`config.mk`:
```
export PLATFORM = sky130hd
export DESIGN_NAME = module_teclado
export DESIGN_NICKNAME = d
export VERILOG_FILES = /design/src/rtl/module_teclado.sv
export SDC_FILE = /design/constraint.sdc
export NUM_CORES = 1
export LEC_CHECK = 0
export CORE_UTILIZATION = 40
export CTS_CLUSTER_DIAMETER = 60
export DETAILED_ROUTE_END_ITERATION = 16
export GPL_TIMING_DRIVEN = 0
export HOLD_SLACK_MARGIN = 0.12
export SLEW_MARGIN = 15
export SYNTH_ARGS = -nofsm -noshare
export SYNTH_HDL_FRONTEND = slang
export SYNTH_SLANG_ARGS = --single-unit
```
`constraint.sdc`:
```
create_clock -name clk -period 2.8 [get_ports clk]
set_input_delay 0.42 -clock clk [delete_from_list [all_inputs] [get_ports clk]]
set_output_delay 0.42 -clock clk [all_outputs]
set_load 0.02 [all_outputs]
```
`src/rtl/module_teclado.sv`:
```
// 4x4 matrix keypad scanner: column scan, row synchronizer, press/release debounce.
// Emits one key_pulse per debounced press and holds key_code until the next accepted key.
//   state    | meaning
//   SCAN     | rotate low column, sample rows at end of each dwell
//   DEBOUNCE | column frozen, count consecutive low cycles of latched row
//   PRESS    | one cycle: key_pulse, key_code and key_held asserted
//   HOLD     | wait for latched row to go high, other keys ignored
//   RELEASE  | count consecutive high cycles before scanning resumes
module module_teclado #(
  parameter int SCAN_DIV        = 27000,
  parameter int DEBOUNCE_CYCLES = 270000
) (
  input  logic       clk,
  input  logic       rst,
  input  logic [3:0] row_n,
  output logic [3:0] col_n,
  output logic [3:0] key_code,
  output logic       key_pulse,
  output logic       key_held
);

  localparam int SW = $clog2(SCAN_DIV) + 1;
  localparam int DW = $clog2(DEBOUNCE_CYCLES) + 1;
  localparam logic [SW-1:0] SCAN_LAST = SW'(SCAN_DIV - 1);
  localparam logic [DW-1:0] DB_LAST   = DW'(DEBOUNCE_CYCLES - 1);

  typedef enum logic [2:0] {SCAN, DEBOUNCE, PRESS, HOLD, RELEASE} state_t;

  state_t        r_state;
  logic [3:0]    r_row_meta;
  logic [3:0]    r_row_sync;
  logic [1:0]    r_col_idx;
  logic [1:0]    r_row_idx;
  logic [3:0]    r_col_n;
  logic [SW-1:0] r_scan_cnt;
  logic [DW-1:0] r_db_cnt;
  logic [3:0]    r_key_code;
  logic          r_key_pulse;
  logic          r_key_held;

  logic          w_row_any;
  logic [1:0]    w_row_first;
  logic          w_latched_low;
  logic [1:0]    w_col_next;
  logic [3:0]    w_col_next_n;
  logic [3:0]    w_code;

  assign w_row_any     = ~&r_row_sync;
  assign w_latched_low = ~r_row_sync[r_row_idx];
  assign w_col_next    = r_col_idx + 2'd1;
  assign w_col_next_n  = ~(4'b0001 << w_col_next);

  // Scan downward so the lowest-index low row wins.
  always_comb begin
    w_row_first = 2'd0;
    for (int i = 3; i >= 0; i--) begin
      if (!r_row_sync[i]) w_row_first = 2'(i);
    end
  end

  always_comb begin
    w_code = 4'd0;
    case ({r_row_idx, r_col_idx})
      4'd0:  w_code = 4'd1;
      4'd1:  w_code = 4'd2;
      4'd2:  w_code = 4'd3;
      4'd3:  w_code = 4'd10;
      4'd4:  w_code = 4'd4;
      4'd5:  w_code = 4'd5;
      4'd6:  w_code = 4'd6;
      4'd7:  w_code = 4'd11;
      4'd8:  w_code = 4'd7;
      4'd9:  w_code = 4'd8;
      4'd10: w_code = 4'd9;
      4'd11: w_code = 4'd12;
      4'd12: w_code = 4'd14;
      4'd13: w_code = 4'd0;
      4'd14: w_code = 4'd15;
      4'd15: w_code = 4'd13;
      default: w_code = 4'd0;
    endcase
  end

  always_ff @(posedge clk) begin
    if (rst) begin
      r_state     <= SCAN;
      r_row_meta  <= 4'b1111;
      r_row_sync  <= 4'b1111;
      r_col_idx   <= 2'd0;
      r_row_idx   <= 2'd0;
      r_col_n     <= 4'b1110;
      r_scan_cnt  <= '0;
      r_db_cnt    <= '0;
      r_key_code  <= 4'd0;
      r_key_pulse <= 1'b0;
      r_key_held  <= 1'b0;
    end else begin
      r_row_meta  <= row_n;
      r_row_sync  <= r_row_meta;
      r_key_pulse <= 1'b0;
      case (r_state)
        SCAN: begin
          if (r_scan_cnt == SCAN_LAST) begin
            r_scan_cnt <= '0;
            if (w_row_any) begin
              r_row_idx <= w_row_first;
              r_db_cnt  <= '0;
              r_state   <= DEBOUNCE;
            end else begin
              r_col_idx <= w_col_next;
              r_col_n   <= w_col_next_n;
            end
          end else begin
            r_scan_cnt <= r_scan_cnt + SW'(1);
          end
        end
        DEBOUNCE: begin
          if (w_latched_low) begin
            if (r_db_cnt == DB_LAST) begin
              r_db_cnt    <= '0;
              r_key_pulse <= 1'b1;
              r_key_code  <= w_code;
              r_key_held  <= 1'b1;
              r_state     <= PRESS;
            end else begin
              r_db_cnt <= r_db_cnt + DW'(1);
            end
          end else begin
            r_db_cnt  <= '0;
            r_col_idx <= w_col_next;
            r_col_n   <= w_col_next_n;
            r_state   <= SCAN;
          end
        end
        PRESS: r_state <= HOLD;
        HOLD: begin
          if (!w_latched_low) begin
            r_db_cnt <= '0;
            r_state  <= RELEASE;
          end
        end
        RELEASE: begin
          if (w_latched_low) begin
            r_state <= HOLD;
          end else if (r_db_cnt == DB_LAST) begin
            r_db_cnt   <= '0;
            r_key_held <= 1'b0;
            r_col_idx  <= w_col_next;
            r_col_n    <= w_col_next_n;
            r_state    <= SCAN;
          end else begin
            r_db_cnt <= r_db_cnt + DW'(1);
          end
        end
        default: r_state <= SCAN;
      endcase
    end
  end

  assign col_n     = r_col_n;
  assign key_code  = r_key_code;
  assign key_pulse = r_key_pulse;
  assign key_held  = r_key_held;

endmodule

```
# Yosys cells after proc, flatten, opt, wreduce, memory -nomap -nowiden
# Memory sizes are Yosys's and may differ from the RTL's. A register that Yosys moved wholly into a read port is not among the register bits.
# Index checks and enable logic that the tools add are counted.
[classes] eq_ne=17 muxes=40 bitwise=4 shift=1 n_reduce_logical=12 order_cmp=1 addsub=3
[op_table] operator="$mux W20" n=6
[op_table] operator="$pmux W20 S4" n=1
[op_table] operator="$mux W3" n=7
[op_table] operator="$add A20 B1 Y20 const B" n=1
[op_table] operator="$eq A20 B19 Y1 const B" n=1
[op_table] operator="$mux W4" n=5
[op_table] operator="$mux W2" n=9
[op_table] operator="$ne A2 B2 Y1 const B" n=9
[op_table] operator="$add A16 B1 Y16 const B" n=1
[op_table] operator="$eq A16 B15 Y1 const B" n=1
[op_table] operator="$mux W16" n=1
[op_table] operator="$pmux W3 S5" n=1
[op_table] operator="$reduce_and A5 Y1" n=3
[op_table] operator="$pmux W4 S3" n=1
[op_table] operator="$eq A3 B2 Y1 const B" n=2
[op_table] operator="$mux W1" n=6
[op_table] operator="$ne A3 B3 Y1 const B" n=2
[op_table] operator="$pmux W2 S3" n=1
[op_table] operator="$reduce_and A3 Y1" n=2
[op_table] operator="$reduce_and A6 Y1" n=1
[op_table] operator="$not A4 Y4" n=1
[op_table] operator="$reduce_and A4 Y1" n=1
[op_table] operator="$reduce_bool A4 Y1" n=1
[op_table] operator="$shl A1 B2 Y4 const A" n=1
[op_table] operator="other kinds (11)" n=13
[word_totals] output_inout_bits=10 reg_bits=57 romBits=64 in_bits=6 memories=1
[mem_list] name="(no name shown)" words=16 width=4 rd=1 rd_ports_with_merged_regs=1 write_ports=0 line="63" source="case ({r_row_idx, r_col_idx})"

# Depth between registers and ports, before layout
[logic_depth] depth_word=6 depth_mapped=10 mapped_depth_nobuf=6

# Least setup slack after synthesis
# No wires, ideal clock.
[synth_timing] path_kind="register -> register" start="register r_db_cnt[0]" end="register r_col_n[0] (netlist: col_n[0])" t_arrival_ns=2.019 setup_time_ns=0.121 path_stages_with_launch=8 required_ns=2.679 path_slack_ns=0.660 path_cell_list="dfxtp_1 ha_1 and3_1 clkbuf_1 nand2_1 or4_1 a21oi_4 mux2_4"
[synth_between] elab_chain_len=3
[synth_lines] element="from (decl)" line="36" source="logic [DW-1:0] r_db_cnt;"
[synth_lines] element="from (signal assigned)" line="126" source="r_db_cnt <= r_db_cnt + DW'(1);"
[synth_lines] element="from (signal assigned)" line="152" source="r_db_cnt <= r_db_cnt + DW'(1);"
[synth_lines] element="$eq A20 B19 Y1" line="145" source="end else if (r_db_cnt == DB_LAST) begin"
[synth_lines] element="$ne A2 B2 Y1 (no source line)"
[synth_lines] element="$reduce_and A6 Y1 (no source line)"
[synth_lines] element="to (signal assigned)" line="111" source="r_col_n <= w_col_next_n;"
[synth_lines] element="to (signal assigned)" line="131" source="r_col_n <= w_col_next_n;"
[synth_lines] element="to (signal assigned)" line="149" source="r_col_n <= w_col_next_n;"
[synth_lines] element="to (decl)" line="34" source="logic [3:0] r_col_n;"
# Every way passes these cells.
# A chain may end at the register's enable or synchronous reset.

# Final worst setup path
[layout_timing] start="register r_db_cnt[0]" end="register r_db_cnt[16]"
[layout_between] elab_chain_len=4 word_cells_on_any_way=6
[layout_lines] element="$add A20 B1 Y20 or $eq A20 B19 Y1 (tied branches)"
[layout_lines] element="$mux W20 (*)" line="119, 145"
[layout_lines] element="$mux W20, on equally long branches" line="143, 118"
[layout_lines] element="$pmux W20 S4 (*)" line="101" source="case (r_state)"
# Every way passes the cells marked *; elsewhere a longest branch is shown, timed or not. The select of a mux whose other input is x is not followed.

==> flow_summary.toml <==
[worst_setup_path]
arrival_ns = 2.66
crit_family = "buffers and inverters"
critical_path.cell_chain = "ha_1 -> and3_1 -> clkbuf_1 -> and4_1 -> clkbuf_1 -> a21oi_1 -> buf_2 -> nand2_1 -> o221ai_1"
crit_fanout = 19
worstSetupStartpointType = "register"
slowest_delay_ns = 0.39
critPathRequiredTime_ns = 3.00
cp_slowest_cell = "dfxtp_1"
cpMostUsedCell = "clkbuf_1"
path_buf_inv = 3
path_class = "reg -> reg"
endpoint_kind = "register"

[timing]
rsz0062_at_grt = "false"
fmax_ghz = 0.407
setup_violations = 0
finalMaxSlewViolations = 0
setup_tns_ns = 0
hold_viol = 0
finClkSkew_ns = 0.0136
layout_min_cycle_time_ns = 2.46
tightest_slew_ns = 0.932
fin_ws_ns = 0.344
max-slew-margin-rel = 0.361
finalCritPeriodShare = 0.877
whs_ns = 0.402

[synth]
synth_seq_cells = 61
syn_inst = 402
synth_area_per_cell_um2 = 8.37
synth_mux_area_frac = 0.0588
synthAdderAreaFrac = 0.0298
synth.distinct_cells = 59
yosys.area_share.simple = 0.338
synth_top_family_by_area = "simple AND/OR/NAND/NOR gates"
yosysMostFrequentCell = "dfxtp_1"
synth-main-ff-cell = "dfxtp_1"
synth-compound-area-share = 0.145
yosysTopAreaCell = "dfxtp_1"
seq_area_frac_synth = 0.363
synth_fp_nets = 416
async_reset_ff_frac = 0
synthXorXnorAreaFrac = 0.0260
synth.top_cell.area_share = 0.363
synthTopCellsByCount = "dfxtp_1 (61), nor2_1 (36), nand2_1 (29)"
ys_warn_count = 0
synthTopCellsByArea = "dfxtp_1 (36%), nor2_1 (4.0%), nand3_1 (3.4%), nand2_1 (3.2%), a21oi_1 (3.1%)"
synth-edff-count = 0
synth_area_um2 = 3360

[clocking]
cts-root-buf = "clkbuf_8"
numCtsBuffers = 9
cts_hold_buf = 0
clockBufferDepth = 2
cts_max_level = 3
clock_sink_count = 61
cts_tree = "built"
clkLatencyLatePin_ns = 0.34
clkTransAtPathRegs_ns = 0.07

[layout]
final_util = 0.474
stdcell_area_um2 = 3870
nets = 441
drive_gt1_frac = 0.107
antennaDiodeCount = 0
final_cells = 536
syn2layout_area_growth_pct = 15.2

[placed_design]
io_buffers = 15
routabilityCongestion = 0.882
place_ws_ns = 0.288
hpwlAfterDp_mm = 5.71
dpl_cell_area_um2 = 3650
dp.cells = 522

[route]
wl_per_cell_um = 14.9
ant_nets = 0
first_pass_iters = 4
dr_total_vias = 3073
viasPerCell = 5.73
drc = 0
drtIter0Drc = 193
wl_mm = 8.01

[die]
row_count = 33
io_pins = 16
dieArea_um2 = 8780
die_height_um = 93.7
fp.dieW_um = 93.7
core_area_um2 = 8180
start_util = 0.412

[power]
powerDensity_nw_per_um2 = 479
ir_worst_vdd_mv = 0.316
power_mw = 1.86
p_leak_nw = 1.37

[global_route]
grt_pass1_wl_mm = 13.5
gr-total-overflow = 0
grt_max_degree = 11
grt_pass1_vias = 2778
antenna_found_initial = 0
track_usage = 0.196

[outcome]
outcome = "finished clean"

[run]
cap_violations = 0

[worst_hold_path]
min_path_type = "reg -> reg"
-- where the power goes --
group	switching (mW)	internal (mW)	total [mW]
Combinational	0.0346	0.0231	0.0577
Clock	0.344	0.569	0.914
Sequential	0.00680	0.877	0.883
Total	0.386	1.47	1.86
-- area by class of cell --
type                       count  area, µm²
sequential                    61       1220
multi-input combinational    309       2010
timing repair buffer          15        150
buffer                        23       98.8
clock buffer                  12        165
clock inverter                 3       67.6
fill                         819       4300
tap                          105        131
inverter                       8       30.0
-- routing by layer --
layer / vias to the layer above / global-route usage / part of all wire
met5: - / 0 / 0
met4: 0 / 0.0846 / 0.017
met1: 1450 / 0.266 / 0.50
met3: 15 / 0.0340 / 0.043
li1: 1529 / - / -
met2: 79 / 0.304 / 0.44
-- registers in the layout, indices dropped and copies added (netlist names) --
signal,count
r_row_sync,4
col_n,4
r_row_meta,4
r_row_idx,2
r_col_idx,2
key_held,1
r_state,3
r_scan_cnt,16
r_db_cnt,20
key_code,4
key_pulse,1
-- path summary, 6_finish.rpt --
check	start	endpoint	slack (ns)	depth (start not counted)
worst max-delay path	r_db_cnt[0]$_SDFFE_PP0P_	r_db_cnt[16]$_SDFFE_PP0P_	0.34	9
worst min-delay path	r_row_meta[3]$_SDFF_PP1_	r_row_sync[3]$_SDFF_PP1_	0.40	1
worst max register to register	r_db_cnt[0]$_SDFFE_PP0P_	r_db_cnt[16]$_SDFFE_PP0P_	0.34	9
worst min register to register	r_row_meta[3]$_SDFF_PP1_	r_row_sync[3]$_SDFF_PP1_	0.40	1
-- worst reg2reg max path, delay by kind of cell (launching register included) --
| kind | cells | cell delay [ns] |
|---|---|---|
| buffers and inverters | 3 | 0.81 |
| AND/OR/NAND/NOR | 3 | 0.62 |
| flip-flops | 1 | 0.39 |
| adder cells (fa/ha/maj) | 1 | 0.22 |
| AO/OA/AOI/OAI | 2 | 0.28 |
-- kinds of logic after synthesis --
| kind of cell | Yosys count |
|---|---|
| XOR/XNOR | 10 |
| flip-flops | 61 |
| AND/OR/NAND/NOR | 201 |
| buffers and inverters | 32 |
| AO/OA/AOI/OAI | 74 |
| adder cells (fa/ha/maj) | 8 |
| multiplexers | 16 |
-- cells in the final DEF, fill, tap and decap left out, drive strengths merged, types with 3 or more instances in the layout --
master and n:
dfxtp 61, nor2 36, nand2 29, clkbuf 27
nand3 23, a21oi 23, o21ai 20, nor3 18
nand4 16, clkdlybuf4s50 15, and3 11, nand2b 11
mux2i 10, or2 9, inv 8, xor2 8
ha 8, buf 8, nor2b 7, nor4 7
a31oi 6, nand4b 6, or3 5, or4 4
a211oi 4, mux2 4, nor4bb 3, and4 3
nand3b 3, and2 3, o221ai 3, or4b 3
-- timing repair --
item | 4_1_cts | 5_1_grt
resized for setup | 0 | 0
buffers inserted | 0 | 0
endpoints found under the setup margin | 0 | 1
No activity file was read; power rests on OpenSTA's default activity.
